## src/rtl/branch_issue_arbiter.sv

```systemverilog
// Two-lane branch issue arbiter: per-lane FIFOs feed one issue register.
// Picks the oldest majId head each cycle; equal majIds alternate via rrPtr.
//
// Ports:
//   clock_i, reset_i (async active-low), flush_i
//   laneNValid_i / laneNData_i : decoded branch per lane
//   laneNStall_o               : lane queue full
//   issueValid_o / issueReady_i: issue handshake
//   issueData_o / issueLane_o  : issued payload and its lane
//   issuedCount_o              : accepted issue count (wraps)
module branch_issue_arbiter #(
  parameter int addressWidth = 64,
  parameter int instructionCounterWidth = 64,
  parameter int PidSize = 20,
  parameter int TidSize = 16,
  parameter int bodyWidth = 28,
  parameter int QueueDepth = 4,
  localparam int P = 6 + addressWidth
                   + instructionCounterWidth
                   + PidSize + TidSize + 1
                   + bodyWidth
) (
  input  logic         clock_i,
  input  logic         reset_i,
  input  logic         flush_i,
  input  logic         lane0Valid_i,
  input  logic [P-1:0] lane0Data_i,
  input  logic         lane1Valid_i,
  input  logic [P-1:0] lane1Data_i,
  output logic         lane0Stall_o,
  output logic         lane1Stall_o,
  output logic         issueValid_o,
  input  logic         issueReady_i,
  output logic [P-1:0] issueData_o,
  output logic         issueLane_o,
  output logic [31:0]  issuedCount_o
);

  localparam int ML = PidSize + TidSize
                    + 1 + bodyWidth;
  localparam int MW = instructionCounterWidth;
  localparam int AW = $clog2(QueueDepth);
  localparam int CW = AW + 1;
  localparam logic [CW-1:0] FULL =
    CW'(QueueDepth);

  logic [P-1:0]  mem_q [2][QueueDepth];
  logic [AW-1:0] rd_q [2];
  logic [AW-1:0] rd_d [2];
  logic [AW-1:0] wr_q [2];
  logic [AW-1:0] wr_d [2];
  logic [CW-1:0] cnt_q [2];
  logic [CW-1:0] cnt_d [2];
  logic [P-1:0]  din [2];
  logic [P-1:0]  head [2];

  logic [1:0]    vld, full, ne, push, pop;
  logic [MW-1:0] maj0, maj1;
  logic          load, sel, tie;

  logic          vld_q, vld_d;
  logic [P-1:0]  data_q, data_d;
  logic          lane_q, lane_d;
  logic          rr_q, rr_d;
  logic [31:0]   issued_q, issued_d;

  assign vld     = {lane1Valid_i, lane0Valid_i};
  assign din[0]  = lane0Data_i;
  assign din[1]  = lane1Data_i;

  always_comb begin
    for (int l = 0; l < 2; l++) begin
      full[l] = (cnt_q[l] == FULL);
      ne[l]   = (cnt_q[l] != '0);
      head[l] = mem_q[l][rd_q[l]];
    end
  end

  assign lane0Stall_o  = full[0];
  assign lane1Stall_o  = full[1];
  assign issueValid_o  = vld_q;
  assign issueData_o   = data_q;
  assign issueLane_o   = lane_q;
  assign issuedCount_o = issued_q;

  always_comb begin
    load = !vld_q || issueReady_i;
    maj0 = head[0][ML +: MW];
    maj1 = head[1][ML +: MW];
    sel  = 1'b0;
    tie  = 1'b0;
    unique case (1'b1)
      (&ne && maj0 < maj1): sel = 1'b0;
      (&ne && maj1 < maj0): sel = 1'b1;
      (&ne && maj0 == maj1): begin
        sel = rr_q;
        tie = 1'b1;
      end
      (ne == 2'b10): sel = 1'b1;
      default:       sel = 1'b0;
    endcase
  end

  always_comb begin
    pop  = '0;
    push = vld & ~full & {2{~flush_i}};
    if (load && !flush_i && |ne)
      pop[sel] = 1'b1;
    for (int l = 0; l < 2; l++) begin
      rd_d[l]  = rd_q[l] + AW'(pop[l]);
      wr_d[l]  = wr_q[l] + AW'(push[l]);
      cnt_d[l] = cnt_q[l]
               + CW'(push[l])
               - CW'(pop[l]);
      if (flush_i) begin
        rd_d[l]  = '0;
        wr_d[l]  = '0;
        cnt_d[l] = '0;
      end
    end
  end

  always_comb begin
    vld_d    = vld_q;
    data_d   = data_q;
    lane_d   = lane_q;
    rr_d     = rr_q;
    issued_d = issued_q
             + 32'(vld_q & issueReady_i);
    if (flush_i) begin
      vld_d = 1'b0;
    end else if (load) begin
      vld_d = |ne;
      if (|ne) begin
        data_d = head[sel];
        lane_d = sel;
      end
      // rrPtr moves only when a tie decided the pick
      if (tie)
        rr_d = ~rr_q;
    end
  end

  always_ff @(posedge clock_i or negedge reset_i) begin
    if (!reset_i) begin
      for (int l = 0; l < 2; l++) begin
        rd_q[l]  <= '0;
        wr_q[l]  <= '0;
        cnt_q[l] <= '0;
      end
      vld_q    <= 1'b0;
      data_q   <= '0;
      lane_q   <= 1'b0;
      rr_q     <= 1'b0;
      issued_q <= '0;
    end else begin
      for (int l = 0; l < 2; l++) begin
        rd_q[l]  <= rd_d[l];
        wr_q[l]  <= wr_d[l];
        cnt_q[l] <= cnt_d[l];
      end
      vld_q    <= vld_d;
      data_q   <= data_d;
      lane_q   <= lane_d;
      rr_q     <= rr_d;
      issued_q <= issued_d;
    end
  end

  // Storage is qualified by the counts, so it needs no reset.
  always_ff @(posedge clock_i) begin
    for (int l = 0; l < 2; l++)
      if (push[l])
        mem_q[l][wr_q[l]] <= din[l];
  end

endmodule

```

## config.mk

```make
export PLATFORM = sky130hd
export DESIGN_NAME = branch_issue_arbiter
export DESIGN_NICKNAME = d
export VERILOG_FILES = /design/src/rtl/branch_issue_arbiter.sv
export SDC_FILE = /design/constraint.sdc
export NUM_CORES = 2
export LEC_CHECK = 0
export CAP_MARGIN = 20
export CORE_ASPECT_RATIO = 0.7
export CORE_MARGIN = 10
export CORE_UTILIZATION = 45
export CTS_BUF_LIST = sky130_fd_sc_hd__clkbuf_4 sky130_fd_sc_hd__clkbuf_8 sky130_fd_sc_hd__clkbuf_16
export DETAILED_ROUTE_END_ITERATION = 10
export PLACE_DENSITY = 0.77
export SKIP_LAST_GASP = 1
export SLEW_MARGIN = 20
export SYNTH_ARGS = -nofsm -noshare
export SYNTH_HDL_FRONTEND = slang
export SYNTH_SLANG_ARGS = --single-unit
export TNS_END_PERCENT = 50
```

## constraint.sdc

```tcl
create_clock -name clock_i -period 22.3 [get_ports clock_i]
set_input_delay 4.46 -clock clock_i [delete_from_list [all_inputs] [get_ports clock_i]]
set_output_delay 4.46 -clock clock_i [all_outputs]
set_load 0.005 [all_outputs]
```

==> impl_metrics.ini <==
[drt]
antenna_violating_nets_post_route = 0
wl_um = 209000
drt_iter0_markers = 6152
vias_per_cell = 6.16
vias = 43900
drt-pass1-iter-count = 6
drc = 0
wl_per_cell_um = 29.4

[logic_synthesis]
yosysWarnings = 0
syn_area_per_cell_um2 = 17.8
syn-instance-count = 4148
yosysUniqueCellTypes = 49
synth_area_mm2 = 0.0738
synth_edf_count = 1592
synth_nets = 4628
synth_async_sr_flop_share_pct = 13.5
synth_flop_cell = edfxtp_1
ys_ff_latch = 1840
ys_seq_area_share_pct = 73.2

[sta]
setup_violations = 0
rsz0062_at_grt = no
timing.fmax_mhz = 119
worst_slew_pin_slew_ps = 1440
slew_violations = 0
finClkSkew_ps = 40.8
setup_tns_ps = 0
hold_slack_ps = 472
fin_crit_sh_pct = 37.7
hold_viol_final = 0
fin_crit_ps = 8410
max_slew_margin_pct = 4.31

[worst_setup_path]
crit_arrival_ps = 9140
reg2reg_depth = 13
timing_worst_setup_path_type = register to register
worstPathRequired_ps = 23030
cp_max_fo = 64
rr_startpoint = rd_q[0]
cp-start-kind = register
end_kind = register
startpoint = rd_q[0]

[cells_and_area]
final_core_util_pct = 54.2
num-nets-final = 5188
drive_gt1_share_pct = 16.7
area_growth_pct = 19.9
regArea_mm2 = 0.0540
multiInputGateArea_mm2 = 0.0182
fin_area_mm2 = 0.0885
fill_cells = 12400

[grt]
grt_pass1_vias = 43200
grt_start_max_net_pins = 205
grt_use_total_pct = 22.5
antenna_found_initial = 75
grt_overflow = 0
grt_pass1_wl_um = 305000

[cts]
cts_tree = built
clkTransAtPathRegs_ps = 60
cts_hold_buffers = 0
postCtsSetupBuffers = 0
clkSinkCount = 1840
cts_made_buffers = 172
cts-root-buf = clkbuf_16
cts-resized-gates = 0
clkLatencyLatePin_ps = 840
cts_buffer_depth = 3
cts_max_level = 4

[power_and_ir_drop]
clock_power_share_pct = 30.5
power_frac_seq_pct = 43.9
p_switching_mw = 2.97
netSwitchingFraction_pct = 30.2
power_density_mw_per_mm2 = 111
power.leakage_nw = 28.4
share_comb_of_total_power_pct = 25.6
irDropWorstVdd_mv = 0.104
p_int_mw = 6.86

[hold_path]
min-delay-start = issuedCount_o[31]
hold_path.class = register to register
hold_depth = 1

[floorplan]
placeableCoreArea_mm2 = 0.163
dieWidth_um = 504
die_y_um = 359
initial_core_util_pct = 45.2
die_area_mm2 = 0.181
rows = 124
pin_count = 639

[place]
dp_hpwl_um = 129000
gp_congestion = 0.815
dpl-instance-area_mm2 = 0.0824
numPortBuffers = 638

[run_status]
status = finished clean

[job]
cap_violations = 0
stage by stage:
step	std cells	setup WS [ps]	total power [mW]
after floorplan	4148	1860	5.73
after global placement	6738	13220	6.80
after detailed placement	6738	13200	6.87
after CTS	7062	14040	9.86
after global routing	7122	13630	10.2
final	7128	13890	9.83
registers in the layout (all words and copies together), names as in the netlist:
name,count
mem_q,1592
issueData_o,199
issuedCount_o,32
cnt_q,6
rd_q,4
wr_q,4
issueLane_o,1
issueValid_o,1
rr_q,1
cell type report:
cell class	count	area share (%)
tap	2205	3.12
antenna	65	0.184
clock inverter	82	0.949
clock buffer	242	5.68
sequential	1840	61.1
timing repair buffer	716	8.05
inverter	73	0.310
multi-input combinational	1905	20.6
routing by layer:
layer / track usage (%) / part of all wire, % / wire length (um) / vias up
li1: - / - / - / 18200
met1: 30.6 / 38 / 79200 / 22500
met2: 34.8 / 48 / 101000 / 2777
met3: 4.92 / 9.8 / 20600 / 418
met4: 10.6 / 4.2 / 8720 / 18
met5: 0 / 0.053 / 110 / -
power groups by stage:
stage               clock (mW)  combinational, mW  sequential, mW
floorplan                    0               1.39            4.34
global placement             0               2.43            4.37
detailed placement           0               2.49            4.38
CTS                       3.04               2.51            4.31
global route              3.19               2.70            4.33
finish                    3.00               2.51            4.31
worst paths after layout:
path                                      to  slack [ps]
max                          issueData_o[48]       13890
min                        issuedCount_o[31]         470
max reg2reg                  issueData_o[48]       13890
min reg2reg                issuedCount_o[31]         470
max in group asynchronous   issueData_o[186]       17200
min in group asynchronous  issuedCount_o[11]        3650
critical path, stage by stage, from the launching register on:
cell	delay, ps
dfrtp_4	730
buf_4	800
buf_4	750
mux4_2	630
ha_1	370
nand4_1	280
nor4_1	1120
nand3_1	320
nor2_1	520
a21bo_4	590
buf_4	780
buf_4	700
a21oi_1	140
a31oi_1	280
Yosys cell counts (all sizes together) (2+ instances only):
| master | count | area [um2] |
|---|---|---|
| and4 | 3 | 26.3 |
| o21ai | 10 | 50.1 |
| nor3 | 10 | 50.1 |
| or2 | 2 | 12.5 |
| buf | 104 | 528 |
| xor2 | 11 | 96.3 |
| nor4 | 204 | 1290 |
| nand3 | 220 | 1100 |
| nand2b | 4 | 25.0 |
| nor3b | 4 | 30.0 |
| a221oi | 4 | 35.0 |
| clkbuf | 226 | 848 |
| a21boi | 4 | 30.0 |
| ha | 74 | 926 |
| dfrtp | 248 | 6210 |
| xnor2 | 28 | 245 |
| and3 | 7 | 43.8 |
| inv | 73 | 274 |
| nand2 | 32 | 120 |
| o211ai | 199 | 1490 |
| edfxtp | 1592 | 47800 |
| mux4 | 398 | 8960 |
| nand4 | 19 | 119 |
| and2 | 2 | 12.5 |
| nor2 | 221 | 830 |
| or3b | 2 | 17.5 |
| nor2b | 9 | 56.3 |
| fa | 2 | 40.0 |
| a31oi | 201 | 1260 |
| a21oi | 223 | 1120 |
logic make-up after synthesis:
family / share of synthesized area (%)
DFF: 73.2
and+or+nand+nor: 5.09
AOI/OAI and AO/OA: 5.52
buffers and inverters: 2.24
muxes: 12.2
adders and majority gates: 1.31
xor gates and xnor gates: 0.463
cells in the final DEF, fill, tap and decap left out, types with 9 or more instances in the layout:
cell             count
xnor2_1             28
buf_12              10
mux4_2             398
a31oi_1            200
clkbuf_8            26
nor2_1             219
clkdlybuf4s50_1    637
nand4_1             19
o211ai_1           199
dfrtp_1            244
ha_1                74
nor2b_1              9
xor2_1              11
clkinv_1            19
nand2_1             32
clkbuf_16          174
nand3_1            220
buf_4               67
nor4_1             201
a21oi_1            223
o21ai_0             10
inv_1               73
clkinv_2            28
edfxtp_1          1592
diode_2             65
clkbuf_4            42
Note: power is estimated with default switching activity, not from simulation.
